<file path="config.mk">
export PLATFORM = sky130hd
export DESIGN_NAME = id_stage_pipe
export DESIGN_NICKNAME = d
export VERILOG_FILES = /design/src/rtl/id_pkg.sv /design/src/rtl/id_stage_pipe_decoder.sv /design/src/rtl/id_stage_pipe.sv
export SDC_FILE = /design/constraint.sdc
export NUM_CORES = 1
export LEC_CHECK = 0
export ABC_AREA = 1
export CORE_ASPECT_RATIO = 1.1
export CORE_MARGIN = 4
export CORE_UTILIZATION = 30
export DETAILED_ROUTE_END_ITERATION = 6
export GPL_TIMING_DRIVEN = 0
export PLACE_DENSITY = 0.59
export SYNTH_ARGS = -nofsm -noshare
export SYNTH_HDL_FRONTEND = slang
export SYNTH_SLANG_ARGS = --single-unit
</file>
<file path="constraint.sdc">
create_clock -name clk -period 1.44 [get_ports clk]
set_clock_uncertainty 0.05 [all_clocks]
set_input_delay 0.144 -clock clk [delete_from_list [all_inputs] [get_ports clk]]
set_output_delay 0.144 -clock clk [all_outputs]
set_load 0.005 [all_outputs]
</file>
<file path="src/rtl/id_pkg.sv">
// id_pkg: opcodes, bundle bit indices and the ID/EX bundle type for id_stage_pipe.
// The mul_info field exists only when ID_RVM_EN is defined.
package id_pkg;
    localparam int MAX_XLEN = 64;

    localparam logic [6:0] OPC_LUI    = 7'h37;
    localparam logic [6:0] OPC_AUIPC  = 7'h17;
    localparam logic [6:0] OPC_JAL    = 7'h6f;
    localparam logic [6:0] OPC_JALR   = 7'h67;
    localparam logic [6:0] OPC_BRANCH = 7'h63;
    localparam logic [6:0] OPC_LOAD   = 7'h03;
    localparam logic [6:0] OPC_STORE  = 7'h23;
    localparam logic [6:0] OPC_IMM    = 7'h13;
    localparam logic [6:0] OPC_REG    = 7'h33;
    localparam logic [6:0] OPC_IMMW   = 7'h1b;
    localparam logic [6:0] OPC_REGW   = 7'h3b;
    localparam logic [6:0] OPC_FENCE  = 7'h0f;
    localparam logic [6:0] OPC_SYSTEM = 7'h73;

    localparam int OP_W = 14;
    localparam int OP_LUI = 0, OP_AUIPC = 1, OP_JAL = 2, OP_JALR = 3, OP_BRANCH = 4;
    localparam int OP_LOAD = 5, OP_STORE = 6, OP_IMM = 7, OP_REG = 8, OP_IMMW = 9;
    localparam int OP_REGW = 10, OP_FENCE = 11, OP_SYSTEM = 12, OP_MUL = 13;

    localparam int ALU_W = 10;
    localparam int ALU_ADD = 0, ALU_SUB = 1, ALU_SLL = 2, ALU_SLT = 3, ALU_SLTU = 4;
    localparam int ALU_XOR = 5, ALU_SRL = 6, ALU_SRA = 7, ALU_OR = 8, ALU_AND = 9;

    localparam int BJ_W = 8;
    localparam int BJ_BEQ = 0, BJ_BNE = 1, BJ_BLT = 2, BJ_BGE = 3;
    localparam int BJ_BLTU = 4, BJ_BGEU = 5, BJ_JAL = 6, BJ_JALR = 7;

    // Load/store/mul indices equal funct3, so decode can index directly.
    localparam int LD_W = 7;
    localparam int LD_LB = 0, LD_LH = 1, LD_LW = 2, LD_LD = 3, LD_LBU = 4, LD_LHU = 5, LD_LWU = 6;
    localparam int ST_W = 4;
    localparam int ST_SB = 0, ST_SH = 1, ST_SW = 2, ST_SD = 3;
    localparam int MUL_W = 8;
    localparam int MUL_MUL = 0, MUL_MULH = 1, MUL_MULHSU = 2, MUL_MULHU = 3;
    localparam int MUL_DIV = 4, MUL_DIVU = 5, MUL_REM = 6, MUL_REMU = 7;

    typedef struct packed {
        logic [MAX_XLEN-1:0] pc;
        logic [MAX_XLEN-1:0] op1;
        logic [MAX_XLEN-1:0] op2;
        logic [MAX_XLEN-1:0] jmp_tgt;
        logic [OP_W-1:0]     op_info;
        logic [ALU_W-1:0]    alu_info;
        logic [BJ_W-1:0]     bj_info;
        logic [LD_W-1:0]     load_info;
        logic [ST_W-1:0]     save_info;
`ifdef ID_RVM_EN
        logic [MUL_W-1:0]    mul_info;
`endif
        logic                is_word;
        logic                mem_rd;
        logic                mem_wr;
        logic                rd_w_ena;
        logic [4:0]          rd_addr;
        logic                illegal;
    } id_bundle_t;

    function automatic logic [3:0] alu_idx(input logic [2:0] f3, input logic alt);
        return f3 == 3'd0 ? (alt ? 4'(ALU_SUB) : 4'(ALU_ADD)) :
               f3 == 3'd5 ? (alt ? 4'(ALU_SRA) : 4'(ALU_SRL)) :
               f3 > 3'd5  ? 4'(f3) + 4'd2 : 4'(f3) + 4'd1;
    endfunction
endpackage

</file>
<file path="src/rtl/id_stage_pipe_decoder.sv">
// id_decoder: combinational RV32I/RV64I decode, operand and jump-target selection.
// ID_RVM_EN adds the M-extension encodings; otherwise they decode as illegal.
module id_decoder
    import id_pkg::*;
#(
    parameter int XLEN = 64
) (
    input  logic [31:0]     in_inst,
    input  logic [XLEN-1:0] in_pc,
    input  logic [XLEN-1:0] r_data1,
    input  logic [XLEN-1:0] r_data2,
    output id_bundle_t      dec,
    output logic            rs1_r_ena,
    output logic [4:0]      rs1_r_addr,
    output logic            rs2_r_ena,
    output logic [4:0]      rs2_r_addr
);
    localparam logic RV64 = (XLEN == 64);

    logic [6:0]      opc, f7;
    logic [2:0]      f3;
    logic [4:0]      rd;
    logic [XLEN-1:0] imm_i, imm_s, imm_b, imm_u, imm_j, op1, op2, tgt;
    logic            ill, rdw, sh_l, sh_r;

    assign opc   = in_inst[6:0];
    assign rd    = in_inst[11:7];
    assign f3    = in_inst[14:12];
    assign f7    = in_inst[31:25];
    assign imm_i = XLEN'($signed(in_inst[31:20]));
    assign imm_s = XLEN'($signed({in_inst[31:25], in_inst[11:7]}));
    assign imm_b = XLEN'($signed({in_inst[31], in_inst[7], in_inst[30:25], in_inst[11:8], 1'b0}));
    assign imm_u = XLEN'($signed({in_inst[31:12], 12'b0}));
    assign imm_j = XLEN'($signed({in_inst[31], in_inst[19:12], in_inst[20], in_inst[30:21], 1'b0}));
    // shamt[5] is only meaningful on RV64
    assign sh_l = in_inst[31:26] == 6'b0 && (RV64 || !in_inst[25]);
    assign sh_r = (in_inst[31:26] == 6'b0 || in_inst[31:26] == 6'b010000) && (RV64 || !in_inst[25]);
    assign rs1_r_addr = rs1_r_ena ? in_inst[19:15] : 5'd0;
    assign rs2_r_addr = rs2_r_ena ? in_inst[24:20] : 5'd0;

    always_comb begin
        dec = '0;
        op1 = '0;
        op2 = '0;
        tgt = '0;
        rs1_r_ena = 1'b0;
        rs2_r_ena = 1'b0;
        ill = 1'b0;
        rdw = 1'b0;
        case (opc)
            OPC_LUI: begin
                dec.op_info[OP_LUI] = 1'b1;
                dec.alu_info[ALU_ADD] = 1'b1;
                op2 = imm_u;
                rdw = 1'b1;
            end
            OPC_AUIPC: begin
                dec.op_info[OP_AUIPC] = 1'b1;
                dec.alu_info[ALU_ADD] = 1'b1;
                op1 = in_pc;
                op2 = imm_u;
                rdw = 1'b1;
            end
            OPC_JAL: begin
                dec.op_info[OP_JAL] = 1'b1;
                dec.bj_info[BJ_JAL] = 1'b1;
                dec.alu_info[ALU_ADD] = 1'b1;
                op1 = in_pc;
                op2 = XLEN'(4);
                tgt = in_pc + imm_j;
                rdw = 1'b1;
            end
            OPC_JALR: begin
                dec.op_info[OP_JALR] = 1'b1;
                dec.bj_info[BJ_JALR] = 1'b1;
                dec.alu_info[ALU_ADD] = 1'b1;
                rs1_r_ena = 1'b1;
                op1 = in_pc;
                op2 = XLEN'(4);
                tgt = (r_data1 + imm_i) & ~XLEN'(1);
                rdw = 1'b1;
                ill = f3 != 3'd0;
            end
            OPC_BRANCH: begin
                dec.op_info[OP_BRANCH] = 1'b1;
                rs1_r_ena = 1'b1;
                rs2_r_ena = 1'b1;
                op1 = r_data1;
                op2 = r_data2;
                tgt = in_pc + imm_b;
                ill = f3 == 3'd2 || f3 == 3'd3;
                dec.bj_info[f3[2] ? f3 - 3'd2 : f3] = !ill;
            end
            OPC_LOAD: begin
                dec.op_info[OP_LOAD] = 1'b1;
                dec.alu_info[ALU_ADD] = 1'b1;
                rs1_r_ena = 1'b1;
                op1 = r_data1;
                op2 = imm_i;
                dec.mem_rd = 1'b1;
                rdw = 1'b1;
                ill = f3 == 3'd7 || (!RV64 && (f3 == 3'd3 || f3 == 3'd6));
                if (f3 != 3'd7) dec.load_info[f3] = 1'b1;
            end
            OPC_STORE: begin
                dec.op_info[OP_STORE] = 1'b1;
                dec.alu_info[ALU_ADD] = 1'b1;
                rs1_r_ena = 1'b1;
                rs2_r_ena = 1'b1;
                op1 = r_data1;
                op2 = imm_s;
                dec.mem_wr = 1'b1;
                ill = f3[2] || (!RV64 && f3 == 3'd3);
                dec.save_info[f3[1:0]] = !ill;
            end
            OPC_IMM: begin
                dec.op_info[OP_IMM] = 1'b1;
                rs1_r_ena = 1'b1;
                op1 = r_data1;
                op2 = imm_i;
                rdw = 1'b1;
                ill = (f3 == 3'd1 && !sh_l) || (f3 == 3'd5 && !sh_r);
                dec.alu_info[alu_idx(f3, f3 == 3'd5 && in_inst[30])] = 1'b1;
            end
            OPC_REG: begin
                rs1_r_ena = 1'b1;
                rs2_r_ena = 1'b1;
                op1 = r_data1;
                op2 = r_data2;
                rdw = 1'b1;
`ifdef ID_RVM_EN
                if (f7 == 7'h01) begin
                    dec.op_info[OP_MUL] = 1'b1;
                    dec.mul_info[f3] = 1'b1;
                end else
`endif
                begin
                    dec.op_info[OP_REG] = 1'b1;
                    ill = !(f7 == 7'h00 || (f7 == 7'h20 && (f3 == 3'd0 || f3 == 3'd5)));
                    dec.alu_info[alu_idx(f3, in_inst[30])] = 1'b1;
                end
            end
            OPC_IMMW: begin
                dec.op_info[OP_IMMW] = 1'b1;
                dec.is_word = 1'b1;
                rs1_r_ena = 1'b1;
                op1 = r_data1;
                op2 = imm_i;
                rdw = 1'b1;
                ill = !RV64 || !(f3 == 3'd0 || (f3 == 3'd1 && f7 == 7'h00) ||
                                 (f3 == 3'd5 && (f7 == 7'h00 || f7 == 7'h20)));
                dec.alu_info[alu_idx(f3, f3 == 3'd5 && in_inst[30])] = 1'b1;
            end
            OPC_REGW: begin
                dec.is_word = 1'b1;
                rs1_r_ena = 1'b1;
                rs2_r_ena = 1'b1;
                op1 = r_data1;
                op2 = r_data2;
                rdw = 1'b1;
`ifdef ID_RVM_EN
                if (f7 == 7'h01) begin
                    dec.op_info[OP_MUL] = 1'b1;
                    dec.mul_info[f3] = 1'b1;
                    ill = !RV64 || (f3 != 3'd0 && !f3[2]);
                end else
`endif
                begin
                    dec.op_info[OP_REGW] = 1'b1;
                    ill = !RV64 || !((f7 == 7'h00 && (f3 == 3'd0 || f3 == 3'd1 || f3 == 3'd5)) ||
                                     (f7 == 7'h20 && (f3 == 3'd0 || f3 == 3'd5)));
                    dec.alu_info[alu_idx(f3, in_inst[30])] = 1'b1;
                end
            end
            OPC_FENCE:  dec.op_info[OP_FENCE] = 1'b1;
            OPC_SYSTEM: dec.op_info[OP_SYSTEM] = 1'b1;
            default:    ill = 1'b1;
        endcase
        dec.pc = MAX_XLEN'(in_pc);
        dec.op1 = MAX_XLEN'(op1);
        dec.op2 = MAX_XLEN'(op2);
        dec.jmp_tgt = MAX_XLEN'(tgt);
        dec.rd_addr = rd;
        dec.illegal = ill;
        dec.rd_w_ena = rdw && !ill && rd != 5'd0;
        dec.mem_rd = dec.mem_rd && !ill;
        dec.mem_wr = dec.mem_wr && !ill;
    end
endmodule

</file>
<file path="src/rtl/id_stage_pipe.sv">
// id_stage_pipe: pipelined decode stage with load-use hazard stall and ID/EX register.
// Defining ID_RVM_EN enables M-extension decode and the out_mul_info port.
module id_stage_pipe
    import id_pkg::*;
#(
    parameter int              XLEN     = 64,
    parameter logic [XLEN-1:0] RESET_PC = '0
) (
    input  logic              clk,
    input  logic              rst_n,
    input  logic              in_valid,
    output logic              in_ready,
    input  logic [31:0]       in_inst,
    input  logic [XLEN-1:0]   in_pc,
    output logic              rs1_r_ena,
    output logic [4:0]        rs1_r_addr,
    output logic              rs2_r_ena,
    output logic [4:0]        rs2_r_addr,
    input  logic [XLEN-1:0]   r_data1,
    input  logic [XLEN-1:0]   r_data2,
    input  logic              ex_load_valid,
    input  logic [4:0]        ex_load_rd,
    input  logic              flush,
    output logic              out_valid,
    input  logic              out_ready,
    output logic [XLEN-1:0]   out_pc,
    output logic [XLEN-1:0]   out_op1,
    output logic [XLEN-1:0]   out_op2,
    output logic [XLEN-1:0]   out_jmp_tgt,
    output logic [OP_W-1:0]   out_op_info,
    output logic [ALU_W-1:0]  out_alu_info,
    output logic [BJ_W-1:0]   out_bj_info,
    output logic [LD_W-1:0]   out_load_info,
    output logic [ST_W-1:0]   out_save_info,
    output logic              out_is_word,
    output logic              out_mem_rd,
    output logic              out_mem_wr,
    output logic              out_rd_w_ena,
    output logic [4:0]        out_rd_addr,
`ifdef ID_RVM_EN
    output logic [MUL_W-1:0]  out_mul_info,
`endif
    output logic              out_illegal
);
    id_bundle_t dec, bundle_d, bundle_q;
    logic       valid_d, valid_q, stall;

    id_decoder #(.XLEN(XLEN)) u_dec (
        .in_inst    (in_inst),
        .in_pc      (in_pc),
        .r_data1    (r_data1),
        .r_data2    (r_data2),
        .dec        (dec),
        .rs1_r_ena  (rs1_r_ena),
        .rs1_r_addr (rs1_r_addr),
        .rs2_r_ena  (rs2_r_ena),
        .rs2_r_addr (rs2_r_addr)
    );

    // Addresses are already zeroed when the port is unused, so x0 never matches.
    assign stall = in_valid && ex_load_valid && ex_load_rd != 5'd0 &&
                   ((rs1_r_ena && rs1_r_addr == ex_load_rd) || (rs2_r_ena && rs2_r_addr == ex_load_rd));
    assign in_ready = !stall && (!valid_q || out_ready) && !flush;

    always_comb begin
        valid_d  = flush ? 1'b0 : (valid_q && !out_ready) ? valid_q : stall ? 1'b0 : in_valid;
        bundle_d = (in_valid && in_ready) ? dec : bundle_q;
    end

    always_ff @(posedge clk or negedge rst_n) begin
        if (!rst_n) begin
            valid_q     <= 1'b0;
            bundle_q    <= '0;
            bundle_q.pc <= MAX_XLEN'(RESET_PC);
        end else begin
            valid_q  <= valid_d;
            bundle_q <= bundle_d;
        end
    end

    assign out_valid     = valid_q;
    assign out_pc        = bundle_q.pc[XLEN-1:0];
    assign out_op1       = bundle_q.op1[XLEN-1:0];
    assign out_op2       = bundle_q.op2[XLEN-1:0];
    assign out_jmp_tgt   = bundle_q.jmp_tgt[XLEN-1:0];
    assign out_op_info   = bundle_q.op_info;
    assign out_alu_info  = bundle_q.alu_info;
    assign out_bj_info   = bundle_q.bj_info;
    assign out_load_info = bundle_q.load_info;
    assign out_save_info = bundle_q.save_info;
    assign out_is_word   = bundle_q.is_word;
    assign out_mem_rd    = bundle_q.mem_rd;
    assign out_mem_wr    = bundle_q.mem_wr;
    assign out_rd_w_ena  = bundle_q.rd_w_ena;
    assign out_rd_addr   = bundle_q.rd_addr;
    assign out_illegal   = bundle_q.illegal;
`ifdef ID_RVM_EN
    assign out_mul_info  = bundle_q.mul_info;
`endif
endmodule

</file>
==> flow_summary.json <==
{
  "status": "finished with violations",
  "violations": "hold timing, setup timing",
  "syn_nets": 4662,
  "slew_violations": 0,
  "ys_async_sr_fraction_pct": 100,
  "track_usage_pct": 28.6,
  "grt_pass1_vias": 28990,
  "pre_cts_ws_ps": -2670,
  "yosysWarnings": 0,
  "instances_no_fill": 6182,
  "drt-total-wl_um": 138000,
  "cts_sinks": 309,
  "ff2ff_setup_slack_ps": -450,
  "fin_crit_ps": 2380,
  "hold_viol_final": 2,
  "start_util_pct": 30.3,
  "wl_per_cell_um": 22.4,
  "crit_path_cell_trace": "buf_12 -> inv_12 -> nand2_4 -> nor2_4 -> nand2_4 -> inv_4 -> clkbuf_16 -> nand2_8 -> o21ai_2 -> inv_2 -> ha_4 -> nand2_4 -> nor2_4 -> nand2_2 -> nor2_4 -> nand2_4 -> nand3_4 -> nand3b_1 -> nand3_1 -> nand3_2 -> nand2_2 -> nand2_2 -> nand2_1",
  "powerDensity_nw_per_um2": 756,
  "syn_area_per_cell_um2": 6.01,
  "setup_viol_count_final": 631,
  "grt_max_degree": 109,
  "cts_buffers": 38,
  "drv_cap": 0,
  "setup_slack_ps": -939,
  "r2r-end": "out_pc[8]",
  "slew_headroom_pct": 22.2,
  "dr_wl_met3_um": 9360,
  "rsz0062_at_grt": "yes",
  "antenna_found_initial": 8,
  "timing.final.crit_share_pct": 165,
  "critPathSlowestCell": "ha_4",
  "min_path_cells": 3,
  "hold_class": "primary input to register",
  "ir_worst_vdd_mv": 0.579,
  "max_freq_mhz": 420,
  "drt_iter0_markers": 2099,
  "reg2reg_depth": 8,
  "cts_tree": "yes",
  "holdPathEnd": "out_op1[0]",
  "hold_path.startpoint": "r_data1[0]",
  "finalNetCount": 5384,
  "synth.cell_area_um2": 25800,
  "crit_fanout": 8,
  "vias_per_cell": 4.96,
  "ys_types": 51,
  "drive_above_1_share_pct": 17.6,
  "yosysSeqAreaShare_pct": 30.0,
  "dp_hpwl_um": 110000,
  "postRouteAntennaNets": 0,
  "end_kind": "register",
  "required_ps": 1900,
  "wl_met1_um": 54100,
  "wl_met2_um": 66500,
  "synth_edf_count": 0,
  "fin_util_pct": 46.0,
  "root_buffer": "clkbuf_16",
  "firstDrtPassIters": 7,
  "dr.max_layer_used": "met5",
  "die_w_um": 288,
  "synth_seq_cells": 309,
  "die-area_um2": 90700,
  "htree_levels": 2,
  "finalSetupTns_ps": -267050,
  "worst_hold_slack_ps": -40.4,
  "cp-start-kind": "primary input",
  "num_vias": 30656,
  "core_area_um2": 85100,
  "ioPinCount": 558,
  "port_buffers": 556,
  "drc_errors": 0,
  "core.rowCount": 112,
  "area.growth.synth_to_final_pct": 51.8,
  "reg2reg_from": "out_valid",
  "layout_commonest_cell": "nand2_1",
  "gp_congestion": 0.978,
  "cellLeakagePower_nw": 19.8,
  "tightest_slew_ps": 1170,
  "clockBufferDepth": 3,
  "overflow": 0,
  "die_h_um": 316,
  "critPathKind": "primary input to register",
  "cp_common_cell": "nand2_4",
  "clock_latency_ps": 560,
  "grt_pass1_wl_um": 193000,
  "final_cell_mix": "nand2_1, inv_1, clkdlybuf4s50_1",
  "critPathArrivalTime_ps": 2840,
  "synth_cells": 4288,
  "slowest_delay_ps": 320,
  "path_clk_slew_ps": 60,
  "dp_cells": 5988,
  "synth_top_flop_cell": "dfrtp_1"
}
cells in the mapped netlist (6+ instances only):
cell,count,area (µm²)
o21bai_1,10,75.1
xnor2_1,20,175
clkbuf_1,56,210
nand3_1,218,1090
ha_1,137,1710
dfrtp_1,309,7730
nand3b_1,21,158
inv_2,6,22.5
a221oi_1,24,210
nand4_1,34,213
nor4_1,12,75.1
and3_1,6,37.5
o21ai_0,226,1130
buf_6,11,124
a21oi_1,150,751
nor3_1,37,185
inv_1,680,2550
a22oi_1,65,488
nor2_1,245,920
buf_2,33,165
nand2_1,1903,7140
or2_2,21,131
o21ai_1,10,50.1
registers in the layout (all words and copies together) (netlist names):
signal,count
out_op2,64
out_op1,64
out_save_info,4
out_illegal,1
out_rd_w_ena,1
out_mem_wr,1
out_pc,64
out_bj_info,8
out_op_info,13
out_mem_rd,1
out_is_word,1
out_rd_addr,5
out_jmp_tgt,64
out_load_info,7
out_alu_info,10
out_valid,1
critical path: cells and delay by family:
family	cells	cell delay, ps
adder cells (fa/ha/maj)	1	320
buffers and inverters	5	470
AND/OR/NAND/NOR	16	1790
AO/OA/AOI/OAI	1	80
power breakdown:
| group | switching, mW | leakage (nW) | total [mW] | internal (mW) |
|---|---|---|---|---|
| logic | 6.27 | 15.0 | 10.6 | 4.29 |
| clock network | 4.02 | 0.591 | 9.61 | 5.59 |
| registers | 0.272 | 4.18 | 9.45 | 9.17 |
routing by layer:
metal | track usage [%] | up-vias
met4 | 13.9 | 10
met3 | 4.42 | 252
li1 | - | 14862
met2 | 50.0 | 1111
met1 | 34.3 | 14421
met5 | 0 | -
cells by family (layout without fill, tap and decap cells):
logic type / count (synthesis) / count (layout) / synth area share, %
and+or+nand+nor: 2519 / 2519 / 39.3
buffers and inverters: 795 / 1542 / 12.1
AOI/OAI and AO/OA: 502 / 502 / 11.0
DFF: 309 / 309 / 30.0
adders and majority gates: 139 / 139 / 6.80
xor gates and xnor gates: 23 / 23 / 0.781
other: 1 / 8 / 0.0145
worst max path at each step:
stage               start              end  slack [ps]  cells after the start
2_1_floorplan  in_inst[3]  out_jmp_tgt[33]       -1100                     22
3_5_place_dp   in_inst[3]  out_jmp_tgt[32]       -2670                     20
5_1_grt        in_inst[3]  out_jmp_tgt[41]        -960                     23
6_report       in_inst[3]  out_jmp_tgt[41]        -940                     23
4_1_cts        in_inst[3]  out_jmp_tgt[41]        -800                     23
3_3_place_gp        rst_n        out_pc[7]      -14640                      1
area by class of cell:
class                           count  area (µm²)
Buffer                            108         876
Antenna cell                        7        17.5
Tap cell                         1140        1430
Multi-Input combinational cell   3184       18300
Clock buffer                       54        1120
Timing Repair Buffer              682        6950
Sequential cell                   309        7730
Fill cell                        8986       45900
Inverter                          687        2640
Clock inverter                     11        93.8
through the flow:
step	hold WS (ps)	total power [mW]	instance area (µm²)
floorplan	-202	14.0	26100
global placement	406	18.3	33100
detailed placement	14.0	18.3	33200
CTS	-19.6	29.0	36900
global route	6.26	31.1	39100
finish	-40.4	29.6	39200
timing repair:
item / in CTS / in global routing
endpoints found under the setup margin: 631 / 698
buffers inserted: 48 / 40
hold endpoints to repair: 238 / 16
hold buffers: 10 / 16
pin swaps: 80 / 121
cloned: 3 / 5
resized for setup: 587 / 477
Power figures use the tool's default switching activity.
